<file path="src/rtl/sumator_multicuvant_pkg.sv">
// Shared definitions for the multi-precision adder sequencer: FSM encoding and
// the index-width helper.
package sumator_multicuvant_pkg;

    typedef enum logic [1:0] {
        IDLE = 2'd0,
        ADD  = 2'd1,
        FIN  = 2'd2
    } state_e;

    // Word-index width; kept at one bit even when only a single word exists.
    function automatic int unsigned idx_width(input int unsigned words);
        int unsigned w;
        w = (words > 1) ? $clog2(words) : 1;
        return w;
    endfunction

endpackage

</file>
<file path="src/rtl/sumator_cin.sv">
// N-bit combinational word adder with carry-in; the only arithmetic path of the
// sequencer.
module sumator_cin #(
    parameter int unsigned N = 4
) (
    input  logic [N-1:0] a,
    input  logic [N-1:0] b,
    input  logic         cin,
    output logic [N-1:0] s,
    output logic         cout
);

    logic [N:0] sum_full;

    assign sum_full  = {1'b0, a} + {1'b0, b} + (N+1)'(cin);
    assign {cout, s} = sum_full;

endmodule

</file>
<file path="src/rtl/sumator_multicuvant.sv">
// Multi-precision adder sequencer: feeds one N-bit word per cycle, LSW first,
// into sumator_cin. Define SIGNED_OVF_EN to add the signed-overflow output ovf.
module sumator_multicuvant
    import sumator_multicuvant_pkg::*;
#(
    parameter int unsigned N = 4,
    parameter int unsigned W = 2
) (
    input  logic           clk,
    input  logic           rst,
    input  logic           start,
    input  logic [N*W-1:0] a,
    input  logic [N*W-1:0] b,
    output logic           busy,
    output logic           done,
    output logic [N*W-1:0] result,
    output logic           cout
`ifdef SIGNED_OVF_EN
    ,
    output logic           ovf
`endif
);

    localparam int unsigned TOT_W = N * W;
    localparam int unsigned IDX_W = idx_width(W);
    localparam logic [IDX_W-1:0] IDX_LAST = IDX_W'(W - 1);

    state_e             state_q, state_d;
    logic [TOT_W-1:0]   a_q, a_d;
    logic [TOT_W-1:0]   b_q, b_d;
    logic [TOT_W-1:0]   result_q, result_d;
    logic [IDX_W-1:0]   idx_q, idx_d;
    logic               carry_q, carry_d;
    logic               busy_q, busy_d;
    logic               done_q, done_d;
    logic               cout_q, cout_d;
`ifdef SIGNED_OVF_EN
    logic               ovf_q, ovf_d;
`endif

    logic [N-1:0]       a_word;
    logic [N-1:0]       b_word;
    logic [N-1:0]       sum_s;
    logic               sum_c;

    // Word mux selecting the current operand slice by idx.
    always_comb begin
        a_word = '0;
        b_word = '0;
        for (int unsigned i = 0; i < W; i++) begin
            if (idx_q == IDX_W'(i)) begin
                a_word = a_q[i*N +: N];
                b_word = b_q[i*N +: N];
            end
        end
    end

    sumator_cin #(
        .N (N)
    ) u_word_add (
        .a    (a_word),
        .b    (b_word),
        .cin  (carry_q),
        .s    (sum_s),
        .cout (sum_c)
    );

    always_ff @(posedge clk) begin
        if (rst) begin
            state_q <= IDLE;
        end else begin
            state_q <= state_d;
        end
    end

    always_comb begin
        state_d = state_q;
        case (state_q)
            IDLE:    if (start) state_d = ADD;
            ADD:     if (idx_q == IDX_LAST) state_d = FIN;
            FIN:     state_d = IDLE;
            default: state_d = IDLE;
        endcase
    end

    // Last ADD cycle loads cout/done so they are valid together with the FIN cycle.
    always_comb begin
        a_d      = a_q;
        b_d      = b_q;
        result_d = result_q;
        idx_d    = idx_q;
        carry_d  = carry_q;
        busy_d   = busy_q;
        done_d   = 1'b0;
        cout_d   = cout_q;
`ifdef SIGNED_OVF_EN
        ovf_d    = ovf_q;
`endif
        case (state_q)
            IDLE: begin
                if (start) begin
                    a_d     = a;
                    b_d     = b;
                    idx_d   = '0;
                    carry_d = 1'b0;
                    busy_d  = 1'b1;
                end
            end
            ADD: begin
                for (int unsigned i = 0; i < W; i++) begin
                    if (idx_q == IDX_W'(i)) begin
                        result_d[i*N +: N] = sum_s;
                    end
                end
                carry_d = sum_c;
                if (idx_q == IDX_LAST) begin
                    done_d = 1'b1;
                    cout_d = sum_c;
`ifdef SIGNED_OVF_EN
                    ovf_d  = (a_q[TOT_W-1] == b_q[TOT_W-1]) &&
                             (sum_s[N-1] != a_q[TOT_W-1]);
`endif
                end else begin
                    idx_d = idx_q + IDX_W'(1);
                end
            end
            FIN: begin
                busy_d = 1'b0;
            end
            default: begin
                busy_d = 1'b0;
            end
        endcase
    end

    always_ff @(posedge clk) begin
        if (rst) begin
            a_q      <= '0;
            b_q      <= '0;
            result_q <= '0;
            idx_q    <= '0;
            carry_q  <= 1'b0;
            busy_q   <= 1'b0;
            done_q   <= 1'b0;
            cout_q   <= 1'b0;
`ifdef SIGNED_OVF_EN
            ovf_q    <= 1'b0;
`endif
        end else begin
            a_q      <= a_d;
            b_q      <= b_d;
            result_q <= result_d;
            idx_q    <= idx_d;
            carry_q  <= carry_d;
            busy_q   <= busy_d;
            done_q   <= done_d;
            cout_q   <= cout_d;
`ifdef SIGNED_OVF_EN
            ovf_q    <= ovf_d;
`endif
        end
    end

    assign busy   = busy_q;
    assign done   = done_q;
    assign result = result_q;
    assign cout   = cout_q;
`ifdef SIGNED_OVF_EN
    assign ovf    = ovf_q;
`endif

endmodule

</file>
<file path="config.mk">
export PLATFORM = sky130hd
export DESIGN_NAME = sumator_multicuvant
export DESIGN_NICKNAME = d
export VERILOG_FILES = /design/src/rtl/sumator_multicuvant_pkg.sv /design/src/rtl/sumator_cin.sv /design/src/rtl/sumator_multicuvant.sv
export SDC_FILE = /design/constraint.sdc
export NUM_CORES = 1
export LEC_CHECK = 0
export BUFFER_PORTS_ARGS = -buffer_cell sky130_fd_sc_hd__buf_2
export CELL_PAD_IN_SITES_DETAIL_PLACEMENT = 1
export CELL_PAD_IN_SITES_GLOBAL_PLACEMENT = 2
export CORE_ASPECT_RATIO = 1.75
export CORE_UTILIZATION = 34
export DETAILED_ROUTE_END_ITERATION = 8
export GPL_ROUTABILITY_DRIVEN = 0
export PLACE_DENSITY = 0.79
export SLEW_MARGIN = 20
export SYNTH_ARGS = -nofsm -noshare
export SYNTH_HDL_FRONTEND = slang
export SYNTH_SLANG_ARGS = --single-unit
export TNS_END_PERCENT = 5
</file>
<file path="constraint.sdc">
create_clock -name clk -period 4.8 [get_ports clk]
set_clock_uncertainty 0.15 [all_clocks]
set_input_delay 0.48 -clock clk [delete_from_list [all_inputs] [get_ports clk]]
set_output_delay 0.48 -clock clk [all_outputs]
set_load 0.01 [all_outputs]
</file>
==> key figures, run 1 <==
CTS
  • Clk buf depth: 2
  • CTS tree: yes
  • CTS Buf Count: 5
  • H-tree depth: 2
  • CTS Root Cell: clkbuf_8
  • Post-CTS Setup Inserts: 0
  • Worst-Skew Late Latency: 0.27 ns
  • Resized cells post-CTS: 0
  • Clock slew at reported path FFs: 0.06 ns
  • Num Clock Sinks: 31
  • # hold bufs at CTS: 0

Min path
  • HP Class: input pin to flop

Finish
  • Final #Nets: 199
  • Layout cell share with drive strength beyond 1: 0.269
  • Most common cell after layout, fill and taps aside: nand2_1
  • Fill cells: 472
  • Layout overhead on the synthesized area: 17.4%
  • Area of the multi-input gates: 682 um2
  • Commonest cells after routing, fill and taps aside: nand2_1, dfxtp_1, buf_2
  • Register Area: 621 um2
  • Antenna diodes: 0

Place
  • PortBufs: 29
  • Setup Slack @ Placement: 2.10 ns
  • Dpl hpwl: 2.26 mm

Critical path
  • CP arrival: 2.68 ns
  • Cell Chain, Critical Path: mux2_2 -> fa_1 -> fa_1 -> a21o_1 -> a21oi_1 -> a211oi_1
  • Crit Path Max Fanout: 13
  • Crit path max-delay family: adder cells
  • Slowest Stage Delay on Critical Path: 0.63 ns
  • Critical path endpoint category: flop
  • CP required: 4.79 ns
  • Cell mode on critical path: fa_1
  • Worst path bufs/invs: 0
  • Setup crit start kind: flop
  • CP Class: flop to flop
  • CP max stage cell: dfxtp_1

STA
  • Pins Over Slew Limit: 0
  • Final setup viols: 0
  • Setup total negative slack: 0 ns
  • Setup ws final: 2.11 ns
  • Worst slew margin: 0.411
  • Crit share post-route: 0.561
  • Final Hold Viols: 0
  • Highest Clock Rate: 0.371 GHz
  • RSZ-0062 raised after global routing: false
  • Slew @ Worst Pin: 0.880 ns
  • Minimum clock period: 2.69 ns

Pwr
  • Power per cell area: 355 mW/mm2
  • Lkg Pwr: 0.706 nW
  • VDD IR max: 0.000246 V

Synthesis
  • Syn Nets: 173
  • Ys Warns: 0
  • Seq cells post-synth: 31
  • Synthesized area: 0.00136 mm2
  • Syn Inst Count: 149
  • Share of the synthesized area in the top cell type: 0.455
  • Synth area leaders: dfxtp_1, nand2_1, a21oi_1, mux2_2, fa_1
  • Largest area contributor in the netlist: dfxtp_1
  • Fraction of the yosys area taken by sequential cells: 0.455
  • Netlist cell types: 29
  • Mean post-synth cell area: 9.14 um2

Floorplanning
  • Core area: 0.00387 mm2
  • Die area: 0.00427 mm2
  • Die H: 85.7 um
  • I/O pin cnt: 30
  • Die W: 49.9 um
  • Row cnt: 30
  • Starting Density: 0.352

Detailed routing
  • Routed via count: 1,094
  • Antenna Nets Post-Route: 0
  • Via density: 4.91
  • Post-DR wirelength/cell: 13.6 um
  • DR DRC count: 0
  • Initial drt markers: 10
  • Detailed-route wire length: 3.03 mm
  • Detailed Routing Iterations Pass 1: 3

Global routing
  • Vias in the first global route: 1,156
  • Largest net degree at the start of global routing: 34
  • First-pass GRT wire length: 5.18 mm
  • Total global routing overflow: 0
  • GRT Util Overall: 0.162
  • Initial antenna violation count: 0

Job
  • Maxcap violations: 0

Status
  • Status: finished, final reports clean
## per-layer routing
layer	global-route usage	part of all wire
met4	0.0701	0.019
met3	0.0426	0.029
met1	0.163	0.40
met2	0.303	0.55
met5	0	0
## metrics by stage
step	instance area [um2]	hold slack, ns	instances	power [mW]	util
after floorplan	1360	0.283	149	0.346	-
after global placement	1510	0.291	216	0.369	0.391
after detailed placement	1510	0.300	216	0.372	0.391
after CTS	1600	0.285	223	0.576	0.414
after global routing	1600	0.286	223	0.598	0.414
final	1600	0.289	223	0.568	0.414
## power breakdown
part,internal [mW],switching (mW)
combinational,0.0353,0.0443
sequential,0.273,0.0119
clock,0.112,0.0910
total,0.421,0.147
## worst reg2reg max path: cells and delay by family (launching register included)
| family | cells | cell delay, ns |
|---|---|---|
| DFF | 1 | 0.63 |
| AOI/OAI and AO/OA | 3 | 0.49 |
| muxes | 1 | 0.42 |
| adders and majority gates | 2 | 0.86 |
## state kept, by name (all words and copies together) (netlist names), 2 cells and up
signal and count:
a_q 8, b_q 8, result 8, state_q 2
## cell usage after synthesis, drive strengths merged
cell type	count
nor3b	4
fa	2
xnor2	1
a211oi	4
nand3b	1
mux2i	2
mux2	8
a2111oi	2
and3b	1
or3b	2
a21o	3
nand2b	2
nor2b	1
a311o	2
buf	6
a21oi	22
dfxtp	31
nor3	1
clkbuf	4
ha	3
inv	1
nand2	36
nor2	9
o21ai	1
## path summary, 6_finish.rpt
check                               end   start  depth (start not counted)  slack, ns
worst min register to register   a_q[3]  a_q[3]                          2       0.30
worst min-delay path             b_q[4]    b[4]                          3       0.29
worst max register to register  carry_q   idx_q                          6       2.11
worst max-delay path            carry_q   idx_q                          6       2.11
## final cells by class
class,instances,share of cell area
multi-input cells,107,0.426
flip-flops and latches,31,0.388
repair buffers,29,0.0908
clock buffers,6,0.0516
well taps,48,0.0376
clock inverters,1,0.00313
inverters,1,0.00235
## logic make-up after synthesis
kind of cell,share of synthesized area
adders and majority gates,0.0569
xor gates and xnor gates,0.00643
buffers and inverters,0.0441
and+or+nand+nor,0.192
muxes,0.0808
AOI/OAI and AO/OA,0.164
DFF,0.455
Power figures use the tool's default switching activity.
==> inputs of run 2 (changes only) <==
- CORE_UTILIZATION: 34 -> 28
- PLACE_DENSITY: 0.79 -> 0.7
- clock period: 4.8 -> 2.4 ns (I/O delays scaled with it)
==> run 2 against run 1 <==
Core utilization decreased by 6.0 points; total power grew 110%; sequential power rose by 99%; largest cell class unchanged; largest power group unchanged; critical endpoint unchanged.
==> key figures, run 2 (synthesis gave the netlist of run 1 again) <==
Critical path
  • Critical path endpoint category: flop (unchanged)
  • Crit Path Max Fanout: 4 (was 13)
  • CP required: 2.40 ns (was 4.79 ns)
  • Crit. Startpoint: idx_q (unchanged)
  • CP Class: flop to flop (unchanged)
  • Setup crit start kind: flop (unchanged)
  • Reg2Reg Launch Point: idx_q (unchanged)
  • CP arrival: 2.30 ns (was 2.68 ns)

STA
  • Pins Over Slew Limit: 0 (unchanged)
  • Minimum clock period: 2.30 ns (was 2.69 ns)
  • Final Hold Viols: 0 (unchanged)
  • Crit share post-route: 0.958 (was 0.561)
  • Worst slew margin: 0.696 (was 0.411)
  • Setup total negative slack: 0 ns (unchanged)
  • Worst hold slack: 0.0420 ns (was 0.289 ns)
  • Slew @ Worst Pin: 0.455 ns (was 0.880 ns)
  • Final setup viols: 0 (unchanged)
  • Highest Clock Rate: 0.435 GHz (was 0.371 GHz)

Floorplanning
  • I/O pin cnt: 30 (unchanged)
  • Die H: 94.3 um (was 85.7 um)
  • Row cnt: 33 (was 30)
  • Die area: 0.00516 mm2 (was 0.00427 mm2)
  • Core area: 0.00467 mm2 (was 0.00387 mm2)
  • Die W: 54.7 um (was 49.9 um)
  • Starting Density: 0.292 (was 0.352)

Global routing
  • GRT Util Overall: 0.149 (was 0.162)
  • First-pass GRT wire length: 5.47 mm (was 5.18 mm)
  • Largest net degree at the start of global routing: 33 (was 34)
  • Vias in the first global route: 1,158 (was 1,156)
  • Total global routing overflow: 0 (unchanged)
  • Initial antenna violation count: 0 (unchanged)

Finish
  • Layout cell share with drive strength beyond 1: 0.294 (was 0.269)
  • Post-Layout Inst Area: 0.00165 mm2 (was 0.00160 mm2)
  • Final #Nets: 203 (was 199)
  • Most common cell after layout, fill and taps aside: nand2_1 (unchanged)
  • Antenna diodes: 0 (unchanged)
  • Layout overhead on the synthesized area: 21.2% (was 17.4%)
  • Commonest cells after routing, fill and taps aside: nand2_1, dfxtp_1, buf_2 (unchanged)
  • Post-Route Utilization: 0.354 (was 0.414)

Pwr
  • Lkg Pwr: 0.731 nW (was 0.706 nW)
  • Power per cell area: 720 mW/mm2 (was 355 mW/mm2)
  • VDD IR max: 0.000300 V (was 0.000246 V)
  • Power, Total: 1.19 mW (was 0.568 mW)

Status
  • Status: finished, final reports clean (unchanged)

CTS
  • CTS Buf Count: 5 (unchanged)
  • CTS Root Cell: clkbuf_8 (unchanged)
  • Worst-Skew Late Latency: 0.28 ns (was 0.27 ns)
  • Clock slew at reported path FFs: 0.06 ns (about the same)
  • Post-CTS Setup Inserts: 0 (unchanged)
  • Clk buf depth: 2 (unchanged)
  • H-tree depth: 2 (unchanged)
  • CTS tree: yes (unchanged)
  • # hold bufs at CTS: 0 (unchanged)
  • Num Clock Sinks: 31 (unchanged)

Detailed routing
  • Detailed Routing Iterations Pass 1: 3 (unchanged)
  • Initial drt markers: 10 (unchanged)
  • DR DRC count: 0 (unchanged)
  • Detailed-route wire length: 3.19 mm (was 3.03 mm)
  • Post-DR wirelength/cell: 13.7 um (was 13.6 um)
  • Routed via count: 1,123 (was 1,094)
  • Antenna Nets Post-Route: 0 (unchanged)
  • Met3 WL: 110 um (was 88 um)
  • Via density: 4.84 (was 4.91)
  • Met2 routed WL: 1.71 mm (was 1.67 mm)
  • Met1 Routed Length: 1.27 mm (was 1.21 mm)
  • Max Used Layer: met4 (unchanged)

Place
  • Dpl cell area: 0.00155 mm2 (was 0.00151 mm2)
  • PortBufs: 29 (unchanged)
  • Dpl hpwl: 2.43 mm (was 2.26 mm)

Job
  • Maxcap violations: 0 (unchanged)

Min path
  • Hold wc startpoint: b[4] (unchanged)
  • HP Class: input pin to flop (unchanged)
==> run 2: cell count changes in the layout (fill, tap and decap cells not counted), sizes merged <==
cell,previous run,this run
buf,29,33
clkinv,1,0
clkbuf,6,8
==> run 2: cell type report <==
class	instances	area, um2
fillers	563	3010
multi-input cells	107	686
flip-flops and latches	31	622
repair buffers	33	175
clock buffers	8	100
well taps	52	65.1
inverters	1	3.75
==> run 2: worst paths after layout <==
path                  end  slack, ns  cells past startpoint
setup / recovery  carry_q       0.10                      6
hold / removal     b_q[4]       0.04                      3
setup reg to reg  carry_q       0.10                      6
hold reg to reg    a_q[2]       0.31                      2
==> run 2: power breakdown <==
part	switching [mW]	internal, mW	leakage, nW
clock network	0.187	0.261	0.0515
registers	0.0201	0.546	0.254
logic	0.0971	0.0776	0.426
==> run 2: metrics by stage <==
step	std cells	worst slack (ns)
2_1_floorplan	149	0.0274
3_3_place_gp	224	0.0870
3_5_place_dp	224	0.0212
4_1_cts	232	0.0461
5_1_grt	232	-0.00381
6_report	232	0.102
==> run 2: worst max-delay path, cell delays in order (launching register included) <==
cell      delay [ns]
dfxtp_2         0.36
mux2_2          0.35
fa_1            0.44
fa_1            0.43
a21o_1          0.21
a21oi_2         0.15
a211oi_1        0.08
==> run 2: metal layers <==
layer / GRT usage / vias up
li1: - / 566
met1: 0.163 / 525
met4: 0.0791 / 0
met5: 0 / -
met2: 0.247 / 25
met3: 0.0388 / 7
==> run 2: repair_timing <==
item | 4_1_cts | 5_1_grt
gates resized for setup | 1 | 1
setup endpoints to repair | 2 | 2
gates cloned | 0 | 0
pin swaps | 0 | 0
==> inputs of run 3 (changes only) <==
- ABC_AREA: default -> 1
- CORE_UTILIZATION: 28 -> 27
- GPL_TIMING_DRIVEN: default -> 0
- PLACE_DENSITY: 0.7 -> 0.69
==> run 3 against run 2 <==
The flow now finishes with violations (DRC); worst hold slack improved by 0.011 ns; sequential share of layout area down 2.0 points; combinational power rose by 12%; critical path depth rose by 3; die area increased by 9.7%; sequential cell count unchanged; via count increased by 11%; first-iteration DRC count up 110%; largest power group unchanged.
==> key figures, run 3 <==
Floorplanning
  • Die W: 57.3 um (was 54.7 um)
  • Die H: 98.8 um (was 94.3 um)
  • I/O pin cnt: 30 (unchanged)
  • Die area: 0.00566 mm2 (was 0.00516 mm2)
  • Core area: 0.00506 mm2 (was 0.00467 mm2)
  • Row cnt: 34 (was 33)
  • Starting Density: 0.285 (was 0.292)

STA
  • Final setup viols: 0 (unchanged)
  • Minimum clock period: 2.25 ns (was 2.30 ns)
  • Final Hold Viols: 0 (unchanged)
  • Slew @ Worst Pin: 0.547 ns (was 0.455 ns)
  • Setup ws final: 0.154 ns (was 0.102 ns)
  • Crit share post-route: 0.936 (was 0.958)
  • Worst slew margin: 0.636 (was 0.696)
  • RSZ-0062 raised after global routing: false
  • Pins Over Slew Limit: 0 (unchanged)
  • Setup total negative slack: 0 ns (unchanged)
  • Highest Clock Rate: 0.445 GHz (was 0.435 GHz)

Global routing
  • Total global routing overflow: 0 (unchanged)
  • First-pass GRT wire length: 5.87 mm (was 5.47 mm)
  • GRT Util Overall: 0.138 (was 0.149)
  • Largest net degree at the start of global routing: 11 (was 33)
  • Vias in the first global route: 1,298 (was 1,158)
  • Initial antenna violation count: 0 (unchanged)

Finish
  • Layout overhead on the synthesized area: 20.3% (was 21.2%)
  • Layout cell share with drive strength beyond 1: 0.369 (was 0.294)
  • Commonest cells after routing, fill and taps aside: nand2_1, buf_2, dfxtp_1 (was nand2_1, dfxtp_1, buf_2)
  • Final #Nets: 240 (was 203)
  • Antenna diodes: 0 (unchanged)
  • Most common cell after layout, fill and taps aside: nand2_1 (unchanged)
  • Fill cells: 639 (was 563)

Detailed routing
  • Initial drt markers: 21 (was 10)
  • Detailed Routing Iterations Pass 1: 6 (was 3)
  • Post-DR wirelength/cell: 12.9 um (was 13.7 um)
  • DR DRC count: 6 (was 0)
  • Detailed-route wire length: 3.50 mm (was 3.19 mm)
  • Antenna Nets Post-Route: 0 (unchanged)
  • Routed via count: 1,242 (was 1,123)
  • Via density: 4.58 (was 4.84)

Critical path
  • Crit path max-delay family: adder cells (unchanged)
  • Worst path bufs/invs: 1 (was 0)
  • Critical path endpoint category: flop (unchanged)
  • Cell Chain, Critical Path: buf_2 -> nand2_1 -> nand2_1 -> fa_1 -> fa_1 -> a21oi_1 -> o21bai_1 -> nor2_1 -> nor2_1 (was mux2_2 -> fa_1 -> fa_1 -> a21o_1 -> a21oi_2 -> a211oi_1)
  • CP Class: flop to flop (unchanged)
  • CP arrival: 2.27 ns (was 2.30 ns)
  • CP required: 2.42 ns (was 2.40 ns)
  • Crit Path Max Fanout: 10 (was 4)
  • CP max stage cell: fa_1 (unchanged)
  • Crit path depth: 9 (was 6)
  • Setup crit start kind: flop (unchanged)
  • Slowest Stage Delay on Critical Path: 0.42 ns (was 0.44 ns)
  • FF-to-FF path depth: 9 (was 6)

Synthesis
  • Ys Warns: 0 (unchanged)
  • Netlist cell types: 23 (was 29)
  • Share of the synthesized area in the top cell type: 0.429 (was 0.455)
  • Mean post-synth cell area: 8.03 um2 (was 9.14 um2)
  • Count leader, synth: nand2_1 (unchanged)
  • Top post-synthesis cells by count: nand2_1, dfxtp_1, nand2_2 (was nand2_1, dfxtp_1, a21oi_1)
  • Synthesized area: 0.00145 mm2 (was 0.00136 mm2)
  • Post-synth EDFFs: 0 (unchanged)
  • Syn Nets: 204 (was 173)
  • Synth area leaders: dfxtp_1, nand2_1, nand2_2, a21oi_2, a21oi_1 (was dfxtp_1, nand2_1, a21oi_1, mux2_2, fa_1)
  • Synth Flop Type: dfxtp_1 (unchanged)
  • Largest area contributor in the netlist: dfxtp_1 (unchanged)
  • Seq cells post-synth: 31 (unchanged)
  • Syn Inst Count: 180 (was 149)
  • FFs w/ async S/R, synth: 0 (unchanged)
  • Fraction of the yosys area taken by sequential cells: 0.429 (was 0.455)

Status
  • Status: finished, violations left (was finished, final reports clean)
  • Failing checks: DRC

Pwr
  • Power, Total: 1.15 mW (was 1.19 mW)
  • Lkg Pwr: 0.789 nW (was 0.731 nW)
  • Power per cell area: 663 mW/mm2 (was 720 mW/mm2)
  • VDD IR max: 0.000335 V (was 0.000300 V)

Job
  • Maxcap violations: 0 (unchanged)

Place
  • Setup Slack @ Placement: 0.119 ns (was 0.0212 ns)
  • Dpl hpwl: 2.83 mm (was 2.43 mm)
  • PortBufs: 29 (unchanged)

Min path
  • HP Class: input pin to flop (unchanged)
  • Hold depth: 3 (unchanged)

CTS
  • H-tree depth: 2 (unchanged)
  • Worst-Skew Late Latency: 0.28 ns (about the same)
  • CTS tree: yes (unchanged)
  • Clock slew at reported path FFs: 0.07 ns (was 0.06 ns)
  • Num Clock Sinks: 31 (unchanged)
  • Clk buf depth: 2 (unchanged)
  • # hold bufs at CTS: 0 (unchanged)
  • Resized cells post-CTS: 0 (was 1)
  • CTS Buf Count: 5 (unchanged)
  • Post-CTS Setup Inserts: 0 (unchanged)
  • CTS Root Cell: clkbuf_8 (unchanged)
run 3: cell types whose count changed after synthesis, moves of 3 or more:
cell,before,now
a211oi_1,4,0
a21o_1,3,0
a21oi_1,22,17
a21oi_2,0,11
clkbuf_1,4,1
inv_1,1,8
inv_2,0,3
mux2_2,8,0
nand2_1,36,54
nand2_2,0,22
nand3_1,0,5
nor3b_1,3,0
run 3: path summary, 6_finish.rpt:
| path | from | endpoint | slack (ns) |
|---|---|---|---|
| hold reg to reg | result[1] | result[1] | 0.31 |
| hold / removal | a[7] | a_q[7] | 0.05 |
| setup reg to reg | idx_q | carry_q | 0.15 |
| setup / recovery | idx_q | carry_q | 0.15 |
run 3: kinds of logic (layout without fill, tap and decap cells):
kind of cell / Yosys count / count (layout) / share of synthesized area
simple gates: 92 / 92 / 0.293
compound gates: 32 / 32 / 0.145
flops: 31 / 31 / 0.429
buf+inv: 19 / 56 / 0.0736
fa+ha+maj: 5 / 5 / 0.0537
xor+xnor: 1 / 1 / 0.00606
run 3: metal layers:
layer / global-route usage / wire [um] / vias up
met5: 0 / 0 / -
li1: - / - / 643
met3: 0.0276 / 96 / 7
met4: 0.0619 / 69 / 0
met1: 0.135 / 1320 / 570
met2: 0.269 / 2020 / 22
run 3: cell type report:
class                           count  area, um2  area share
Timing Repair Buffer               29        145      0.0835
Sequential cell                    31        621       0.357
Clock buffer                        7       76.3      0.0439
Inverter                           13       52.6      0.0302
Buffer                              6       53.8      0.0309
Multi-Input combinational cell    130        718       0.413
Tap cell                           54       67.6      0.0388
Clock inverter                      1       5.00     0.00288
run 3: report_power, final:
group / internal (mW) / leakage [nW] / switching [mW]
clock network: 0.203 / 0.0422 / 0.192
logic: 0.0785 / 0.494 / 0.118
registers: 0.545 / 0.253 / 0.0171
run 3: through the flow:
stage / cell area (um2) / cells / hold slack (ns) / util
final: 1740 / 271 / 0.0528 / 0.344
after detailed placement: 1660 / 263 / 0.309 / 0.327
after CTS: 1740 / 271 / 0.0507 / 0.344
after global routing: 1740 / 271 / 0.0521 / 0.344
after global placement: 1660 / 263 / 0.302 / 0.327
after floorplan: 1450 / 180 / 0.233 / -
run 3: worst reg2reg max path: stages (launching register included):
cell and delay, ns:
dfxtp_1 0.32, buf_2 0.18, nand2_1 0.12, nand2_1 0.08
fa_1 0.42, fa_1 0.42, a21oi_1 0.21, o21bai_1 0.11
nor2_1 0.09, nor2_1 0.04
